--- config.mk ---
export PLATFORM = sky130hd
export DESIGN_NAME = ldpc_estimate_tx
export DESIGN_NICKNAME = d
export VERILOG_FILES = /design/src/rtl/ldpc_pkg.sv /design/src/rtl/ldpc_estimate_tx.sv
export SDC_FILE = /design/constraint.sdc
export NUM_CORES = 1
export LEC_CHECK = 0
export CORE_UTILIZATION = 46
export CTS_BUF_LIST = sky130_fd_sc_hd__clkbuf_8 sky130_fd_sc_hd__clkbuf_16
export CTS_CLUSTER_SIZE = 28
export DETAILED_ROUTE_END_ITERATION = 10
export PLACE_DENSITY = 0.78
export SLEW_MARGIN = 30
export SYNTH_ARGS = -nofsm -noshare
export SYNTH_HDL_FRONTEND = slang
export SYNTH_SLANG_ARGS = --single-unit
--- constraint.sdc ---
create_clock -name clk -period 1.63 [get_ports clk]
set_clock_uncertainty 0.1 [all_clocks]
set_input_delay 0.326 -clock clk [delete_from_list [all_inputs] [get_ports clk]]
set_output_delay 0.326 -clock clk [all_outputs]
set_load 0.005 [all_outputs]
--- src/rtl/ldpc_pkg.sv ---
// ldpc_pkg: shared LDPC decoder constants, transmit FSM states and beat-count helper
package ldpc_pkg;
  localparam int ROW_NUMBER = 16;
  localparam int WIDTH = 4;
  localparam int LOOP_MAX = 20;
  localparam int LOOP_W = 7;
  typedef enum logic {IDLE, SEND} tx_state_t;
  function automatic int nbeat(input int n, input int w);
    return (n + w - 1) / w;
  endfunction
endpackage

--- src/rtl/ldpc_estimate_tx.sv ---
// ldpc_estimate_tx: captures the decoded vector on decode termination and streams it out in beats
module ldpc_estimate_tx #(
  parameter int ROW_NUMBER = ldpc_pkg::ROW_NUMBER,
  parameter int OUT_WIDTH = ldpc_pkg::WIDTH,
  parameter int LOOP_MAX = ldpc_pkg::LOOP_MAX
) (
  input  logic                      clk,
  input  logic                      xrst,
  input  logic [ROW_NUMBER-1:0]     estimate,
  input  logic                      dec_val,
  input  logic [ldpc_pkg::LOOP_W-1:0] r_loop,
  output logic [OUT_WIDTH-1:0]      o_data,
  output logic                      o_val,
  input  logic                      i_rdy,
  output logic                      o_last,
  output logic                      o_conv,
  output logic [ldpc_pkg::LOOP_W-1:0] o_loop,
  output logic                      o_drop
);
  import ldpc_pkg::*;
  localparam int NBEAT = nbeat(ROW_NUMBER, OUT_WIDTH);
  localparam int PW = NBEAT * OUT_WIDTH;
  localparam int IW = NBEAT > 1 ? $clog2(NBEAT) : 1;
  tx_state_t state_q, state_d;
  logic term_q, term_d, conv_q, conv_d, drop_q, drop_d;
  logic [IW-1:0] idx_q, idx_d;
  logic [PW-1:0] buf_q, buf_d;
  logic [LOOP_W-1:0] loop_q, loop_d;
  logic ev, acc, last, load;
  always_ff @(posedge clk) begin
    if (xrst) begin
      state_q <= IDLE;
      term_q <= 1'b0;
      conv_q <= 1'b0;
      drop_q <= 1'b0;
      idx_q <= '0;
      buf_q <= '0;
      loop_q <= '0;
    end else begin
      state_q <= state_d;
      term_q <= term_d;
      conv_q <= conv_d;
      drop_q <= drop_d;
      idx_q <= idx_d;
      buf_q <= buf_d;
      loop_q <= loop_d;
    end
  end
  // buffer shifts right one beat per acceptance; padding bits above ROW_NUMBER load as 0
  always_comb begin
    term_d = dec_val | (r_loop == LOOP_W'(LOOP_MAX));
    ev = term_d & ~term_q;
    acc = (state_q == SEND) & i_rdy;
    last = idx_q == IW'(NBEAT - 1);
    load = ev & ((state_q == IDLE) | (acc & last));
    drop_d = ev & (state_q == SEND) & ~(acc & last);
    state_d = load ? SEND : (acc & last) ? IDLE : state_q;
    idx_d = load ? '0 : acc ? IW'(idx_q + 1'b1) : idx_q;
    buf_d = load ? PW'(estimate) : acc ? buf_q >> OUT_WIDTH : buf_q;
    conv_d = load ? dec_val : conv_q;
    loop_d = load ? r_loop : loop_q;
  end
  assign o_val = state_q == SEND;
  assign o_data = buf_q[OUT_WIDTH-1:0];
  assign o_last = o_val & last;
  assign o_conv = conv_q;
  assign o_loop = loop_q;
  assign o_drop = drop_q;
endmodule

Word-level counts from Yosys, hierarchy flattened
Cells that the tools add are included.
Widths: inputs -> output; s select.
Storage, ports and cells
  register bits after elaboration: 29
  output and inout port bits: 15
  word-level logic and storage cells: 29
Operators by class
  add/sub/neg operators: 1
  equal/unequal tests: 2
  muxes and demuxes: 4
  bitwise operators: 12
  reductions and logical operators: 3
Operators by type and width (count)
  $mux 16: 2
  $and 1x1->1: 7
  $eq 7x5->1 const B: 1
  $reduce_bool 2->1: 2
  $not 1->1: 3
  $add 2x1->2 const B: 1
  $eq 2x2->1 const B: 1
  $mux 1: 2
  $or 1x1->1: 2
  $reduce_or 2->1: 1

Logic depth before layout (Yosys ltp)
  word-level depth: 5
  depth in mapped cells: 7
  mapped depth without buffers: 5

Least setup slack after synthesis
Ideal clock, no wire load.
  kind: reg2reg
  from: reg idx_q[0]
  to: reg buf_q[5]
  data arrival time: 1.233 ns
  data required time: 1.388 ns
  path slack: 0.155 ns
  stages on the path, launching flop included: 8
  path buffers: 2
  clock period less this slack: 1.475 ns
  cells stage by stage: dfxtp_1 -> ha_1 -> nand2_1 -> and2_1 -> buf_2 -> buf_2 -> nor3_1 -> a311oi_2
On the way
  cells in the longest elaborated chain, start to end: 5
Ends and longest elaborated chain
  start: declaration: line ldpc_estimate_tx.sv:26  | logic [IW-1:0] idx_q, idx_d;
  start signal: assignment: line ldpc_estimate_tx.sv:44  | idx_q <= idx_d;
  $eq 2x2->1 (*): line ldpc_estimate_tx.sv:54  | last = idx_q == IW'(NBEAT - 1);
  $and 1x1->1 (*): line ldpc_estimate_tx.sv:55  | load = ev & ((state_q == IDLE) | (acc & last));
  $or 1x1->1 (*): line ldpc_estimate_tx.sv:55
  $and 1x1->1 (*): line ldpc_estimate_tx.sv:55
  $mux 16 or $reduce_bool 2->1 (tied branches)
  end signal: assignment: line ldpc_estimate_tx.sv:45  | buf_q <= buf_d;
  end: declaration: line ldpc_estimate_tx.sv:27  | logic [PW-1:0] buf_q, buf_d;
Every way passes the cells marked *; elsewhere a longest branch is shown, timed or not.
A chain may end at the register's enable or synchronous reset.

Worst setup path after layout
  from: reg term_q
  to: reg loop_q[1] (netlist: o_loop[1])
On the way
  cells in the longest elaborated chain, start to end: 3
Ends and longest elaborated chain
  start: declaration: line ldpc_estimate_tx.sv:25  | logic term_q, term_d, conv_q, conv_d, drop_q, drop_d;
  start signal: assignment: line ldpc_estimate_tx.sv:41  | term_q <= term_d;
  $not 1->1: line ldpc_estimate_tx.sv:52  | ev = term_d & ~term_q;
  $and 1x1->1: line ldpc_estimate_tx.sv:52
  $and 1x1->1: line ldpc_estimate_tx.sv:55
  end signal: assignment: line ldpc_estimate_tx.sv:46  | loop_q <= loop_d;
  end: declaration: line ldpc_estimate_tx.sv:28  | logic [LOOP_W-1:0] loop_q, loop_d;
Every way passes these cells.

==> run_results.csv <==
group,metric,value,unit
yosys,ys_types,24,
routing,dr.pass1.iters,7,
setup_path,cp.required,1750,ps
pwr,ir_worst_vdd,0.623,mV
pwr,power_leakage,0.818,nW
clock_tree,clock-sinks,29,
global_route,grt_usage,28.9,%
pwr,p_per_area,856,mW/mm²
cells_and_area,regArea,587,µm²
timing,hold_violations,0,
cells_and_area,stdcell_count,243,
routing,vias,1468,
yosys,ys_ff_latch,29,
yosys,yosysSeqAreaShare,41.5,%
placement,hpwl,2560,µm
yosys,syn-instance-count,154,
clock_tree,clk_pin_slew,70,ps
cells_and_area,n_fill_cell,184,
global_route,overflow,0,
clock_tree,h-tree-depth,2,
pwr,fin_total_pwr,0.00188,W
clock_tree,cts_tree,"yes",
timing,worstMarginPinSlew,245,ps
routing,post-route-drc-count,8,
placement,post-place-ws,-534,ps
yosys,ys_warn_count,0,
die,dieArea,0.00326,mm²
die,std_cell_rows,19,
yosys,synth_top_area_share,41.5,%
worst_hold_path,hp-start,"r_loop[4]",
die,dieHeight,57.1,µm
cells_and_area,area.growth.synth_to_final,57.1,%
yosys,synth_nets,182,
clock_tree,cts_made_buffers,5,
setup_path,reg2reg_slack,20,ps
timing,maxSlewHeadroom,83.6,%
yosys,syn_area,0.00140,mm²
yosys,synth_area_leaders,"dfxtp_1, a311oi_2, nand3_1, nor3_1, a21oi_1",
setup_path,worstSetupStartpointType,"flop",
setup_path,worstPathArrival,1730,ps
timing,min_period,1610,ps
timing,setup_violations,0,
job,drv_cap,0,
placement,gp_congestion,0.710,
cells_and_area,multiInputGateArea,826,µm²
setup_path,crit_type,"flop to flop",
worst_hold_path,worstHoldEndpoint,"o_loop[4]$_SDFFE_PP0P_",
run_status,failed_checks,"design-rule violations",
clock_tree,cts-root-buf,"clkbuf_8",
timing,rsz0062_at_grt,"yes",
routing,drt-initial-drc-count,60,
setup_path,r2r-start,"term_q$_SDFF_PP0_",
clock_tree,clkLatencyLatePin,290,ps
setup_path,worstSetupEndpointType,"flop",
die,coreArea,0.00283,mm²
routing,routedWlPerCell,18.7,µm
routing,antenna_left,0,
cells_and_area,nets,239,
worst_hold_path,min_delay_path_depth,3,
routing,routed_via_density,6.04,
timing,fmax,619,MHz
die,start_util,49.4,%
yosys,avgSynthCellArea,9.08,µm²
placement,place_inst,225,
die,pin_count,42,
global_route,antenna_found_initial,0,
routing,wl,4540,µm
worst_hold_path,hold_path_class,"primary input to flop",
setup_path,ff2ff_path_depth,6,
run_status,status,"finished, violations left",
timing,holdWs,357,ps
yosys,synth_area_leader_cell,"dfxtp_1",
die,die_w,57.1,µm
clock_tree,clk_path_buf_depth,2,
setup_path,r2r-end,"o_loop[1]$_SDFFE_PP0P_",
global_route,grt_pass1_wl,6930,µm
timing,slew_viol_final,0,
global_route,grt_max_degree,30,
global_route,grt_pass1_vias,1430,
timing,setup_slack,15.4,ps
cells_and_area,drive_gt1_share,32.1,%
timing,min_period_over_period,99.1,%
setup_path,crit_fanout,6,
cells_and_area,antenna_cells,0,
placement,port_buffers,41,
clock_tree,ctsHoldBuffers,0,
==> worst max-delay path by stage <==
stage / start / slack, ps / endpoint / cells past startpoint
floorplan: idx_q[0]$_SDFFE_PP0P_ / 160 / buf_q[5]$_SDFFE_PP0P_ / 7
finish: term_q$_SDFF_PP0_ / 20 / o_loop[1]$_SDFFE_PP0P_ / 6
global placement: r_loop[4] / -440 / buf_q[8]$_SDFFE_PP0P_ / 5
CTS: dec_val / 10 / buf_q[9]$_SDFFE_PP0P_ / 6
detailed placement: r_loop[6] / -530 / buf_q[1]$_SDFFE_PP0P_ / 5
global route: term_q$_SDFF_PP0_ / -20 / o_loop[1]$_SDFFE_PP0P_ / 6
==> layer usage <==
metal  share of wire, %  global-route usage [%]  wire length, µm
met4                4.3                    18.5              193
met3                6.7                    7.03              304
met2                 49                    47.9             2220
met5                  0                       0                0
met1                 40                    33.3             1820
==> power by group <==
| part | total (W) | leakage (nW) | internal, W | switching, W |
|---|---|---|---|---|
| combinational | 0.000420 | 0.524 | 0.000218 | 0.000203 |
| clock | 0.000671 | 0.0542 | 0.000381 | 0.000290 |
| sequential | 0.000789 | 0.240 | 0.000758 | 0.0000311 |
| total | 0.00188 | 0.818 | 0.00136 | 0.000524 |
==> cell usage in the layout (no fill, tap or decap) <==
master and instances:
clkdlybuf4s15_1 1, nor2b_4 1, a21oi_4 2, nand2_4 2, dlygate4sd2_1 6, o21ai_1 8
clkinv_2 1, nor2_1 2, buf_6 4, buf_4 20, o211ai_1 4, a21oi_2 3
nor4bb_4 1, buf_12 2, mux2i_1 1, and2_4 1, ha_4 1, and2_1 1
nor3_2 5, nand2_1 14, clkbuf_8 7, a21oi_1 11, dfxtp_1 26, clkdlybuf4s50_1 32
dlymetal6s2s_1 2, nand3_1 24, a311oi_2 12, nor3_1 11, dfxtp_2 2, a21o_4 1
nor4_4 1, dfxtp_4 1, nand2_8 1, xor2_1 1
==> final cells by class <==
cell class | instances | area share (%)
Tap cell | 31 | 1.77
Multi-Input combinational cell | 108 | 37.6
Sequential cell | 29 | 26.7
Timing Repair Buffer | 67 | 29.3
Clock buffer | 7 | 4.39
Clock inverter | 1 | 0.228
==> state kept, by name (all words and copies together), names as in the netlist <==
signal / flops
buf_q: 16
idx_q: 2
o_conv: 1
o_drop: 1
o_loop: 7
o_val: 1
term_q: 1
==> cells by family (layout without fill, tap and decap cells) <==
family / after synthesis / in the layout / share of synthesized area (%)
adders and majority gates: 1 / 1 / 0.895
and+or+nand+nor: 63 / 64 / 24.4
xor gates and xnor gates: 1 / 1 / 0.627
AOI/OAI and AO/OA: 40 / 41 / 24.3
buffers and inverters: 19 / 75 / 7.61
DFF: 29 / 29 / 41.5
muxes: 1 / 1 / 0.716
==> critical path, stage by stage (launching register included) <==
cell and delay, ps:
dfxtp_2 350, nor4_4 260, buf_4 190, a21o_4 200, buf_6 140, nand3_1 110, a21oi_2 180
==> repair_timing <==
action                     in CTS  in global routing
gates resized for setup        24                 13
setup endpoints to repair      27                 18
cloned                          2                  0
pin swaps                      10                  3
buffers inserted                6                  2
==> synth_stat cells <==
master / count
a21oi_1: 14
mux2i_1: 1
xor2_1: 1
buf_4: 5
a21oi_4: 1
buf_2: 7
nand2_1: 15
nand3_1: 24
dfxtp_1: 29
nor4bb_4: 1
o21ai_1: 8
nor4_4: 1
nand2_4: 1
a311oi_2: 10
a311oi_1: 2
nor2b_1: 1
nor3_1: 16
ha_1: 1
and2_1: 2
nor2_1: 2
o211ai_1: 4
clkbuf_1: 6
buf_6: 1
a21o_4: 1
==> metrics by stage <==
step | cell area, µm² | util (%) | setup TNS (ps)
2_1_floorplan | 1400 | - | 0
3_3_place_gp | 1890 | 66.7 | -10340
3_5_place_dp | 1890 | 66.7 | -11750
4_1_cts | 2140 | 75.6 | 0
5_1_grt | 2200 | 77.6 | -51.1
6_report | 2200 | 77.6 | 0
(Power assumes the default switching activity.)
